**config.mk**
```make
export PLATFORM = sky130hd
export DESIGN_NAME = ts_sync_aligner
export DESIGN_NICKNAME = d
export VERILOG_FILES = /design/src/rtl/t2mi_pkg.sv /design/src/rtl/sat_counter16.sv /design/src/rtl/ts_sync_aligner.sv
export SDC_FILE = /design/constraint.sdc
export NUM_CORES = 1
export LEC_CHECK = 0
export CAP_MARGIN = 25
export CORE_MARGIN = 5
export CORE_UTILIZATION = 42
export DETAILED_ROUTE_END_ITERATION = 12
export PLACE_DENSITY = 0.69
export SETUP_SLACK_MARGIN = 0.05
export SYNTH_ARGS = -nofsm -noshare
export SYNTH_HDL_FRONTEND = slang
export SYNTH_SLANG_ARGS = --single-unit
```
**constraint.sdc**
```tcl
create_clock -name clk_100mhz -period 3.4 [get_ports clk_100mhz]
set_clock_uncertainty 0.05 [all_clocks]
set_input_delay 0.51 -clock clk_100mhz [delete_from_list [all_inputs] [get_ports clk_100mhz]]
set_output_delay 0.51 -clock clk_100mhz [all_outputs]
set_load 0.05 [all_outputs]
```
**src/rtl/t2mi_pkg.sv**
```systemverilog
// ---------------------------------------------------------------------------
// t2mi_pkg
// Shared constants and types for the T2-MI receive path.
//   TS_PKT_LEN      : transport stream packet length in bytes
//   TS_SYNC_BYTE    : sync byte expected at packet offset 0
//   aligner_state_t : ts_sync_aligner framing states
//   offset_next()   : packet offset increment with wrap at the last offset
// ---------------------------------------------------------------------------
package t2mi_pkg;

    localparam int unsigned TS_PKT_LEN   = 188;
    localparam logic [7:0]  TS_SYNC_BYTE = 8'h47;

    typedef enum logic [1:0] {
        ST_HUNT   = 2'd0,
        ST_VERIFY = 2'd1,
        ST_LOCKED = 2'd2
    } aligner_state_t;

    function automatic logic [7:0] offset_next(input logic [7:0] ofs,
                                               input logic [7:0] last_ofs);
        return (ofs == last_ofs) ? 8'd0 : ofs + 8'd1;
    endfunction

endpackage

```
**src/rtl/sat_counter16.sv**
```systemverilog
// ---------------------------------------------------------------------------
// sat_counter16
// 16-bit event counter with synchronous clear and selectable overflow mode.
//   clk_100mhz : clock, rising edge
//   clear      : synchronous clear, dominates enable
//   enable     : count one event this cycle
//   saturate   : 1 = stick at 16'hFFFF, 0 = wrap to 0
//   count      : current count
// ---------------------------------------------------------------------------
module sat_counter16 (
    input  logic        clk_100mhz,
    input  logic        clear,
    input  logic        enable,
    input  logic        saturate,
    output logic [15:0] count
);

    always_ff @(posedge clk_100mhz) begin
        if (clear) begin
            count <= 16'd0;
        end else if (enable) begin
            if (!(saturate && (count == 16'hFFFF))) begin
                count <= count + 16'd1;
            end
        end
    end

endmodule

```
**src/rtl/ts_sync_aligner.sv**
```systemverilog
// ---------------------------------------------------------------------------
// ts_sync_aligner
// Hunts for the TS packet boundary in a raw byte stream, locks after repeated
// sync hits and forwards packet-delimited bytes one clock later.
//   clk_100mhz   : clock, rising edge
//   rst          : synchronous active-high reset
//   in_valid     : in_data valid this cycle (gaps allowed anywhere)
//   in_data      : stream byte
//   out_valid    : aligned byte valid (locked only)
//   out_data     : aligned byte
//   out_sop      : byte is packet offset 0
//   out_eop      : byte is packet offset PKT_LEN-1
//   out_sync_err : with out_sop, sync byte of this packet was wrong (flywheel)
//   locked       : aligner is locked
//   lock_lost    : one-cycle pulse on loss of lock
//   pkt_count    : aligned packets started, wrapping
//   miss_count   : sync misses while locked, saturating
//
// state     | meaning
// ----------+------------------------------------------------------------
// ST_HUNT   | searching byte by byte for a sync candidate
// ST_VERIFY | candidate found, checking sync at each packet boundary
// ST_LOCKED | aligned; bytes forwarded, misses flywheeled until too many
// ---------------------------------------------------------------------------
module ts_sync_aligner
    import t2mi_pkg::*;
#(
    parameter int unsigned PKT_LEN      = TS_PKT_LEN,
    parameter logic [7:0]  SYNC_BYTE    = TS_SYNC_BYTE,
    parameter int unsigned LOCK_COUNT   = 3,
    parameter int unsigned UNLOCK_COUNT = 3
) (
    input  logic        clk_100mhz,
    input  logic        rst,
    input  logic        in_valid,
    input  logic [7:0]  in_data,
    output logic        out_valid,
    output logic [7:0]  out_data,
    output logic        out_sop,
    output logic        out_eop,
    output logic        out_sync_err,
    output logic        locked,
    output logic        lock_lost,
    output logic [15:0] pkt_count,
    output logic [15:0] miss_count
);

    localparam logic [7:0] LAST_OFS = 8'(PKT_LEN - 1);
    localparam logic [3:0] LOCK_N   = 4'(LOCK_COUNT);
    localparam logic [3:0] UNLOCK_N = 4'(UNLOCK_COUNT);

    aligner_state_t state, state_nxt;
    logic [7:0]     byte_cnt, byte_cnt_nxt;
    logic [3:0]     hit_cnt, hit_cnt_nxt;
    logic [3:0]     miss_cnt, miss_cnt_nxt;

    logic emit_nxt, sop_nxt, eop_nxt, sync_err_nxt, lock_lost_nxt;
    logic pkt_inc, miss_inc;
    logic is_sync, is_check;

    assign is_sync  = (in_data == SYNC_BYTE);
    assign is_check = (byte_cnt == 8'd0);

    always_ff @(posedge clk_100mhz) begin
        if (rst) begin
            state        <= ST_HUNT;
            byte_cnt     <= 8'd0;
            hit_cnt      <= 4'd0;
            miss_cnt     <= 4'd0;
            out_valid    <= 1'b0;
            out_data     <= 8'd0;
            out_sop      <= 1'b0;
            out_eop      <= 1'b0;
            out_sync_err <= 1'b0;
            lock_lost    <= 1'b0;
        end else begin
            state        <= state_nxt;
            byte_cnt     <= byte_cnt_nxt;
            hit_cnt      <= hit_cnt_nxt;
            miss_cnt     <= miss_cnt_nxt;
            out_valid    <= emit_nxt;
            out_sop      <= sop_nxt;
            out_eop      <= eop_nxt;
            out_sync_err <= sync_err_nxt;
            lock_lost    <= lock_lost_nxt;
            if (in_valid) begin
                out_data <= in_data;
            end
        end
    end

    always_comb begin
        state_nxt     = state;
        byte_cnt_nxt  = byte_cnt;
        hit_cnt_nxt   = hit_cnt;
        miss_cnt_nxt  = miss_cnt;
        emit_nxt      = 1'b0;
        sop_nxt       = 1'b0;
        eop_nxt       = 1'b0;
        sync_err_nxt  = 1'b0;
        lock_lost_nxt = 1'b0;
        pkt_inc       = 1'b0;
        miss_inc      = 1'b0;

        if (in_valid) begin
            case (state)
                ST_HUNT: begin
                    if (is_sync) begin
                        state_nxt    = ST_VERIFY;
                        byte_cnt_nxt = offset_next(8'd0, LAST_OFS);
                        hit_cnt_nxt  = 4'd1;
                    end
                end

                ST_VERIFY: begin
                    if (!is_check) begin
                        byte_cnt_nxt = offset_next(byte_cnt, LAST_OFS);
                    end else if (is_sync) begin
                        byte_cnt_nxt = offset_next(byte_cnt, LAST_OFS);
                        hit_cnt_nxt  = hit_cnt + 4'd1;
                        if ((hit_cnt + 4'd1) == LOCK_N) begin
                            state_nxt    = ST_LOCKED;
                            miss_cnt_nxt = 4'd0;
                            emit_nxt     = 1'b1;
                            sop_nxt      = 1'b1;
                            pkt_inc      = 1'b1;
                        end
                    end else begin
                        // Failing check byte is known not to be a sync byte,
                        // so it is simply dropped rather than re-hunted.
                        state_nxt    = ST_HUNT;
                        byte_cnt_nxt = 8'd0;
                        hit_cnt_nxt  = 4'd0;
                    end
                end

                ST_LOCKED: begin
                    if (!is_check) begin
                        byte_cnt_nxt = offset_next(byte_cnt, LAST_OFS);
                        emit_nxt     = 1'b1;
                        eop_nxt      = (byte_cnt == LAST_OFS);
                    end else if (is_sync) begin
                        byte_cnt_nxt = offset_next(byte_cnt, LAST_OFS);
                        miss_cnt_nxt = 4'd0;
                        emit_nxt     = 1'b1;
                        sop_nxt      = 1'b1;
                        pkt_inc      = 1'b1;
                    end else begin
                        miss_inc = 1'b1;
                        if ((miss_cnt + 4'd1) < UNLOCK_N) begin
                            // Flywheel: keep framing, flag the bad sync.
                            byte_cnt_nxt = offset_next(byte_cnt, LAST_OFS);
                            miss_cnt_nxt = miss_cnt + 4'd1;
                            emit_nxt     = 1'b1;
                            sop_nxt      = 1'b1;
                            sync_err_nxt = 1'b1;
                            pkt_inc      = 1'b1;
                        end else begin
                            state_nxt     = ST_HUNT;
                            byte_cnt_nxt  = 8'd0;
                            hit_cnt_nxt   = 4'd0;
                            miss_cnt_nxt  = 4'd0;
                            lock_lost_nxt = 1'b1;
                        end
                    end
                end

                default: begin
                    state_nxt    = ST_HUNT;
                    byte_cnt_nxt = 8'd0;
                    hit_cnt_nxt  = 4'd0;
                    miss_cnt_nxt = 4'd0;
                end
            endcase
        end
    end

    assign locked = (state == ST_LOCKED);

    sat_counter16 u_pkt_counter (
        .clk_100mhz (clk_100mhz),
        .clear      (rst),
        .enable     (pkt_inc),
        .saturate   (1'b0),
        .count      (pkt_count)
    );

    sat_counter16 u_miss_counter (
        .clk_100mhz (clk_100mhz),
        .clear      (rst),
        .enable     (miss_inc),
        .saturate   (1'b1),
        .count      (miss_count)
    );

endmodule

```
## After elaboration in Yosys (flattened, before gate mapping)

Index checks and enable logic that the tools add are counted.

| operators by class | value |
|---|---|
| add/sub/neg operators | 5 |
| magnitude comparators | 1 |
| equality and inequality tests | 14 |
| muxes and demuxes | 45 |
| bitwise logic cells | 5 |
| reduce and logical (&&, ||, !) cells | 10 |

Operators by type and width:

| kind | number |
|---|---|
| $mux 8 | 7 |
| $mux 4 | 12 |
| $add 16x1->16 const B | 2 |
| $pmux 4 s3 | 2 |
| $pmux 8 s3 | 1 |
| $eq 16x16->1 const B | 1 |
| $mux 2 | 7 |
| $mux 1 | 13 |
| $ne 2x2->1 const B | 6 |
| $reduce_and 6->1 | 2 |
| $add 4x1->4 const B | 2 |
| $add 8x1->8 const B | 1 |
| $eq 8x7->1 const B | 1 |
| $eq 8x8->1 const B | 1 |
| $logic_not 8->1 | 1 |
| $reduce_and 7->1 | 1 |
| $pmux 2 s3 | 1 |
| $not 1->1 | 5 |
| $reduce_or 5->1 | 1 |
| $eq 4x2->1 const B | 1 |
| $lt 4x2->1 const B | 1 |
| $pmux 1 s2 | 2 |
| $reduce_and 2->1 | 2 |
| $reduce_or 4->1 | 1 |
| 6 further kinds | 6 |

| storage, ports and cells | value |
|---|---|
| flip-flop bits (word level) | 63 |
| bits of input ports | 11 |

## Depth between registers and ports, before layout

Gate-level depths: netlist of run 1.

| depth | value |
|---|---|
| depth in word-level cells | 7 |
| mapped depth | 10 |
| gate-level depth less buffers | 8 |

## Cells and area by module

From an unflattened synthesis of run 1, not the netlist that was laid out.

| unflattened totals | value |
|---|---|
| cell total of the unflattened synthesis | 398 |
| area total of the unflattened synthesis | 3,490.8 sq um |

Modules (own cells, without submodules):

| module | instances | cells an instance | area an instance (sq um) |
|---|---|---|---|
| ts_sync_aligner | 1 | 196 | 1,781.7 |
| sat_counter16 | 2 | 101 | 854.6 |

## Least setup slack after synthesis of run 1

Ideal clock, no wire load.

| timing | value |
|---|---|
| path type | reg-to-reg |
| from | register state[0] |
| to | register hit_cnt[2] |
| setup time | 0.116 ns |
| arrival time | 2.415 ns |
| required time | 3.234 ns |
| slack | 0.819 ns |
| stages on the path, launching flop included | 9 |
| clock period less this slack | 2.581 ns |
| path through | dfxtp_1 -> inv_1 -> ha_1 -> or4_1 -> o22a_1 -> a21boi_0 -> a211oi_2 -> o21ai_0 -> a31o_2 |

| on the way | value |
|---|---|
| cells in the longest elaborated chain, start to end | 3 |
| elaborated cells on any way between the ends | 10 |

RTL lines:

| element | RTL line | text |
|---|---|---|
| from (decl) | ts_sync_aligner.sv:52 | `aligner_state_t state, state_nxt;` |
| from (signal assigned) | ts_sync_aligner.sv:77 | `state <= state_nxt;` |
| $eq 2x2->1 (*) | n/a |  |
| via locked | ts_sync_aligner.sv:42 | `output logic locked,` |
| $ne 2x2->1 (no source line) or $ne 2x1->1 (tied branches) | n/a |  |
| $reduce_and 6->1 (no source line) | n/a |  |
| to (signal assigned) | ts_sync_aligner.sv:79 | `hit_cnt <= hit_cnt_nxt;` |
| to (decl) | ts_sync_aligner.sv:54 | `logic [3:0] hit_cnt, hit_cnt_nxt;` |

The timed path passes the listed nets; every way through them passes the cells marked *.
A chain may end at the register's enable or synchronous reset.

## Worst setup path in the final report of run 1

| timing | value |
|---|---|
| from | register byte_cnt[0] |
| to | register hit_cnt[2] |

| on the way | value |
|---|---|
| cells in the longest elaborated chain, start to end | 3 |
| elaborated cells on any way between the ends | 4 |

RTL lines:

| element | RTL line | text |
|---|---|---|
| from (decl) | ts_sync_aligner.sv:53 | `logic [7:0] byte_cnt, byte_cnt_nxt;` |
| from (signal assigned) | ts_sync_aligner.sv:78 | `byte_cnt <= byte_cnt_nxt;` |
| $logic_not 8->1 (*) | ts_sync_aligner.sv:62 | `assign is_check = (byte_cnt == 8'd0);` |
| $ne 2x2->1 (no source line) or $ne 2x1->1 (tied branches) | n/a |  |
| $reduce_and 6->1 (no source line) (*) | n/a |  |

Every way passes the cells marked *; elsewhere a longest branch is shown, timed or not.

==> key figures, run 1 <==
Detailed routing
  • DR vias: 2916
  • Routed WL: 7.51 mm
  • 1st-iter DRT viols: 139
  • Vias per inst: 5.42
  • Post-DRT Antenna Nets: 0
  • DRT Pass-1 Iters: 4
  • DR DRC count: 0
  • Avg WL per Cell: 14.0 um

Worst hold path
  • Hold Path Class: reg -> reg

Synthesis
  • Syn avg cell area: 8.39 sq um
  • Synth Register Bits: 63
  • Area leader, netlist: dfxtp_1
  • Most used DFF post-synth: dfxtp_1
  • Yosys top cell area share: 0.400
  • Post-Syn Area: 3150 sq um
  • Synth area leaders: dfxtp_1 40%, nor2_1 5.8%, ha_1 4.8%, xor2_1 3.9%, nand2_1 3.8%
  • Synth Warn #: 0
  • Sequential share of the synthesized area: 0.400
  • Post-synth EDFFs: 0
  • Post-Syn Nets: 399
  • Post-Synthesis Cells: 376
  • Post-synth ARST share: 0
  • Netlist cell types: 44

CTS
  • Clock Tree Buf Depth: 2
  • CTS buffer count: 9
  • Root Buffer: clkbuf_8
  • CTS tree: done
  • Post-CTS Setup Inserts: 0
  • Sink Count: 63
  • H-tree Lvls: 3
  • Cts repair resizes: 0
  • Clk_lat worst skew: 0.34 ns
  • CTS hold repair buffers: 0
  • Clk slew on worst S/H paths: 0.07 ns

Critical path
  • Crit path DAT: 2.93 ns
  • Crit path cell chain: inv_1 > ha_1 > or4b_4 > nor2_1 > a21boi_0 > a211oi_2 > o21ai_0 > a31o_2
  • CP max stage delay: 0.59 ns
  • Critical Path End Type: register
  • Crit start category: register
  • CP required: 3.59 ns
  • Crit-path max FO: 10
  • Crit Path Category: reg -> reg
  • Slowest-stage cell, CP: a211oi_2

Layout
  • Nets@finish: 457
  • Layout cells sized above 1: 0.0752
  • Commonest non-fill, non-tap cell in the layout: dfxtp_1
  • Ant. Diodes: 0
  • Most frequent cells in the layout: 63 x dfxtp_1, 55 x clkdlybuf4s50_1, 49 x nor2_1
  • Layout area overhead: 28.8%

Global routing
  • GRT overflow: 0
  • Largest net degree at the start of global routing: 39
  • First-pass GRT wire length: 13.1 mm
  • Initial antenna violation count: 0
  • Vias in the first global route: 2879
  • GRT Util Overall: 0.164

Timing
  • Tmin final: 2.75 ns
  • RSZ-0062 raised after global routing: no
  • Max-slew violation count: 0
  • Min setup slack post-route: 0.654 ns
  • Least-Margin Pin Slew: 0.735 ns
  • Final hold vios: 0
  • Final TNS setup: 0 ns
  • WHS: 0.441 ns
  • Slew margin rel.: 0.510
  • Final period util: 0.808
  • F_max: 0.364 GHz
  • Final setup fails: 0

Placed design
  • DP HPWL: 5.36 mm
  • Number of buffers added on ports: 56
  • Post-place setup slack: 0.354 ns
  • Routability cong.: 0.853

Floorplan
  • Die area: 9340 sq um
  • Core area: 7290 sq um
  • Die Y: 96.7 um
  • Starting density of the core: 0.433
  • Ports: 57
  • Die Wd: 96.7 um
  • Rows: 31

Run
  • MaxCap Viol Count: 0

Power and ir drop
  • Power Dens Cells: 388 nW/um^2
  • Worst IR drop on VDD: 0.225 mV
  • Standby leakage power: 1.49 nW

Run status
  • Status: completed
-- flip-flops by register name, summed over array words and instances (netlist names) --
signal and count:
out_sync_err 1, byte_cnt 8, lock_lost 1, hit_cnt 4, out_sop 1, out_valid 1
miss_cnt 4, state 2, out_data 8, out_eop 1, u_pkt_counter.count 16, u_miss_counter.count 16
-- per-stage QoR --
step / power (mW) / util / cells / cell area, sq um
2_1_floorplan: 0.808 / - / 376 / 3150
3_3_place_gp: 0.840 / 0.525 / 522 / 3830
3_5_place_dp: 0.841 / 0.525 / 522 / 3830
4_1_cts: 1.59 / 0.557 / 538 / 4060
5_1_grt: 1.62 / 0.557 / 538 / 4060
6_report: 1.57 / 0.557 / 538 / 4060
-- synth_stat cells (all sizes together) (2+ instances only) --
library cell / instances
ha: 12
a31o: 5
nand2b: 2
and2: 7
o21ai: 11
nand2: 32
a21oi: 22
clkbuf: 12
and3: 13
o32ai: 2
inv: 11
dfxtp: 63
a21boi: 4
a311oi: 2
nor2: 49
mux2i: 11
o31ai: 11
xor2: 14
xnor2: 6
o41ai: 2
or3: 4
and4: 5
or4: 12
a211oi: 6
nor3: 10
nand4: 10
nand3: 20
buf: 6
-- worst max-delay path, delay by kind of cell (launching register included) --
family / cells / cell delay, ns
AO/OA/AOI/OAI: 4 / 1.23
flip-flops: 1 / 0.34
AND/OR/NAND/NOR: 2 / 0.78
buffers and inverters: 1 / 0.09
adder cells (fa/ha/maj): 1 / 0.14
-- worst paths after layout --
kind,start,end,slack [ns],depth (start not counted)
hold reg to reg,u_pkt_counter.count[15],u_pkt_counter.count[15],0.44,2
setup reg to reg,byte_cnt[0],hit_cnt[2],0.65,8
hold / removal,u_pkt_counter.count[15],u_pkt_counter.count[15],0.44,2
setup / recovery,byte_cnt[0],hit_cnt[2],0.65,8
-- layout make-up --
cell class                 count  area [sq um]
fill                         702          3230
multi-input combinational    284          1780
sequential                    63          1260
timing repair buffer          65           623
clock buffer                  11           151
tap                           99           124
clock inverter                 5          80.1
inverter                      11          41.3
-- cell families (layout without fill, tap and decap cells) --
group,after synthesis,after routing,share of synthesized area
XOR/XNOR,20,20,0.0555
buffers and inverters,29,92,0.0357
multiplexers,11,11,0.0349
AND/OR/NAND/NOR,171,171,0.278
flip-flops,63,63,0.400
adder cells (fa/ha/maj),12,12,0.0476
AO/OA/AOI/OAI,70,70,0.148
-- metal layers --
layer,routed length (um),global-route usage
met1,3400,0.196
met5,0,0
met4,145,0.0680
met3,370,0.0468
met2,3590,0.275
-- power breakdown --
part           internal [mW]  leakage, nW  switching (mW)
combinational         0.0285        0.865          0.0482
sequential             0.743        0.509         0.00318
clock                  0.451        0.112           0.299
(Power assumes the default switching activity.)
==> run 2, diff against run 1 <==
--- a/config.mk
+++ b/config.mk
@@ -9,7 +9,7 @@
 export CORE_MARGIN = 5
 export CORE_UTILIZATION = 42
 export DETAILED_ROUTE_END_ITERATION = 12
-export PLACE_DENSITY = 0.69
+export PLACE_DENSITY = 0.72
 export SETUP_SLACK_MARGIN = 0.05
 export SYNTH_ARGS = -nofsm -noshare
 export SYNTH_HDL_FRONTEND = slang
==> constraint.sdc (replaced) <==
create_clock -name clk_100mhz -period 2.5 [get_ports clk_100mhz]
set_clock_uncertainty 0.05 [all_clocks]
set_input_delay 0.375 -clock clk_100mhz [delete_from_list [all_inputs] [get_ports clk_100mhz]]
set_output_delay 0.375 -clock clk_100mhz [all_outputs]
set_load 0.05 [all_outputs]
==> key figures, run 2 (synthesized netlist as in run 1, its figures left out) <==
CTS
  • Root Buffer: clkbuf_8
  • Sink Count: 63
  • Clk_lat worst skew: 0.34 ns
  • CTS buffer count: 9
  • Clock Tree Buf Depth: 2
  • H-tree Lvls: 3
  • CTS tree: done
  • Clk slew on worst S/H paths: 0.07 ns
  • CTS hold repair buffers: 0

Timing
  • Max-slew violation count: 0
  • Final period util: 0.950
  • Tmin final: 2.38 ns
  • Final TNS setup: 0 ns
  • Final hold vios: 0
  • Least-Margin Pin Slew: 0.511 ns
  • Final setup fails: 0
  • RSZ-0062 raised after global routing: yes
  • Min setup slack post-route: 0.124 ns
  • WHS: 0.423 ns
  • F_max: 0.421 GHz
  • Slew margin rel.: 0.657

Global routing
  • Vias in the first global route: 2929
  • GRT met2 Usage: 0.275
  • Initial antenna violation count: 0
  • GRT overflow: 0
  • Met3 GRT Util: 0.0554
  • GRT met1 Usage: 0.215
  • First-pass GRT wire length: 13.6 mm
  • Largest net degree at the start of global routing: 33
  • Most Crowded Layer GR: met2
  • GRT Util Overall: 0.170

Layout
  • Ant. Diodes: 0
  • Nets@finish: 477
  • Biggest regs: u_miss_counter.count (16), u_pkt_counter.count (16)
  • Most frequent cells in the layout: 59 x dfxtp_1, 54 x clkdlybuf4s50_1, 48 x nor2_1
  • Commonest non-fill, non-tap cell in the layout: dfxtp_1
  • Layout area overhead: 36.7%
  • Fin area: 4310 sq um
  • Layout cells sized above 1: 0.166

Critical path
  • Crit-path max FO: 7
  • CP required: 2.73 ns
  • R2R depth: 7
  • Critical Path End Type: register
  • RR Startpoint: byte_cnt[0]
  • Crit start category: register
  • Crit Path Category: reg -> reg
  • Crit path DAT: 2.60 ns
  • R2r endpoint: u_miss_counter.count[8]
  • R2R Setup Slk: 0.12 ns

Detailed routing
  • Routed WL: 8.09 mm
  • DR DRC count: 0
  • Post-DRT Antenna Nets: 0
  • Vias per inst: 5.41
  • DR vias: 3021
  • DRT Pass-1 Iters: 4
  • Avg WL per Cell: 14.5 um
  • 1st-iter DRT viols: 197

Floorplan
  • Rows: 31
  • Die Y: 96.7 um
  • Die Wd: 96.7 um
  • Die area: 9340 sq um
  • Starting density of the core: 0.433
  • Ports: 57
  • Core area: 7290 sq um

Placed design
  • Placed Instance Area: 3950 sq um
  • DP HPWL: 5.57 mm
  • Number of buffers added on ports: 56
  • Post-place setup slack: -0.365 ns
  • Routability cong.: 0.823

Run
  • MaxCap Viol Count: 0

Power and ir drop
  • Total power: 2.12 mW
  • Standby leakage power: 1.61 nW
  • Power Dens Cells: 491 nW/um^2
  • Worst IR drop on VDD: 0.312 mV

Worst hold path
  • Hold depth: 2
  • Worst Hold Launch: rst
  • Hold EP: u_pkt_counter.count[15]
  • Hold Path Class: in -> reg

Run status
  • Status: completed
[run 2: cell types whose count changed in the layout (fill, tap and decap cells not counted), sizes merged]
| cell | before | now |
|---|---|---|
| buf | 10 | 30 |
| clkdlybuf4s50 | 55 | 54 |
| clkinv | 1 | 2 |
| clkinvlp | 2 | 1 |
| dlymetal6s2s | 0 | 1 |
[run 2: how the worst max path moves through the flow]
stage                            from                      end  slack [ns]  cells after the start
after floorplan           byte_cnt[0]  u_miss_counter.count[8]        0.05                      9
after global placement     in_data[7]   u_pkt_counter.count[3]       -0.29                      9
after detailed placement   in_data[3]   u_pkt_counter.count[3]       -0.36                      9
after CTS                  in_data[3]   u_pkt_counter.count[3]        0.04                      8
after global routing      miss_cnt[0]  u_pkt_counter.count[12]        0.04                      8
final                     byte_cnt[0]  u_miss_counter.count[8]        0.12                      7
[run 2: power by group]
| group | switching (mW) | total, mW | internal, mW | leakage (nW) |
|---|---|---|---|---|
| Sequential | 0.00432 | 1.02 | 1.01 | 0.511 |
| Combinational | 0.0667 | 0.108 | 0.0409 | 0.992 |
| Clock | 0.407 | 0.995 | 0.589 | 0.110 |
| Total | 0.478 | 2.12 | 1.64 | 1.61 |
[run 2: per-layer routing]
| metal | up-vias | part of all wire |
|---|---|---|
| met3 | 10 | 0.058 |
| met5 | - | 0 |
| met4 | 0 | 0.011 |
| met2 | 76 | 0.46 |
| met1 | 1423 | 0.47 |
| li1 | 1512 | - |
[run 2: stage by stage]
stage,std cells,utilization
2_1_floorplan,376,-
3_3_place_gp,538,0.542
3_5_place_dp,538,0.542
4_1_cts,558,0.579
5_1_grt,558,0.591
6_report,558,0.591
[run 2: area by class of cell]
cell class / instances / area [sq um]
repair buffers: 85 / 774
flip-flops and latches: 63 / 1270
multi-input cells: 284 / 1880
clock inverters: 5 / 81.3
well taps: 99 / 124
fillers: 690 / 2980
inverters: 11 / 41.3
clock buffers: 11 / 141
[run 2: worst max-delay path: stages (launching register included)]
cell	delay, ns
dfxtp_2	0.33
inv_2	0.05
ha_1	0.14
or4b_4	0.49
or2_4	0.26
or3_4	0.38
or4_1	0.48
a21oi_1	0.12
[run 2: timing repair]
item                       in CTS  in global routing
setup endpoints to repair      12                 42
gates resized for setup         9                 23
pin swaps                       2                  6
buffers inserted                2                  0
cloned                          2                  0
==> run 3, diff against run 2 <==
--- a/config.mk
+++ b/config.mk
@@ -5,7 +5,6 @@
 export SDC_FILE = /design/constraint.sdc
 export NUM_CORES = 1
 export LEC_CHECK = 0
-export CAP_MARGIN = 25
 export CORE_MARGIN = 5
 export CORE_UTILIZATION = 42
 export DETAILED_ROUTE_END_ITERATION = 12
==> results of run 3 <==
No change in the layout: final DEF, timing and power equal those of run 2.
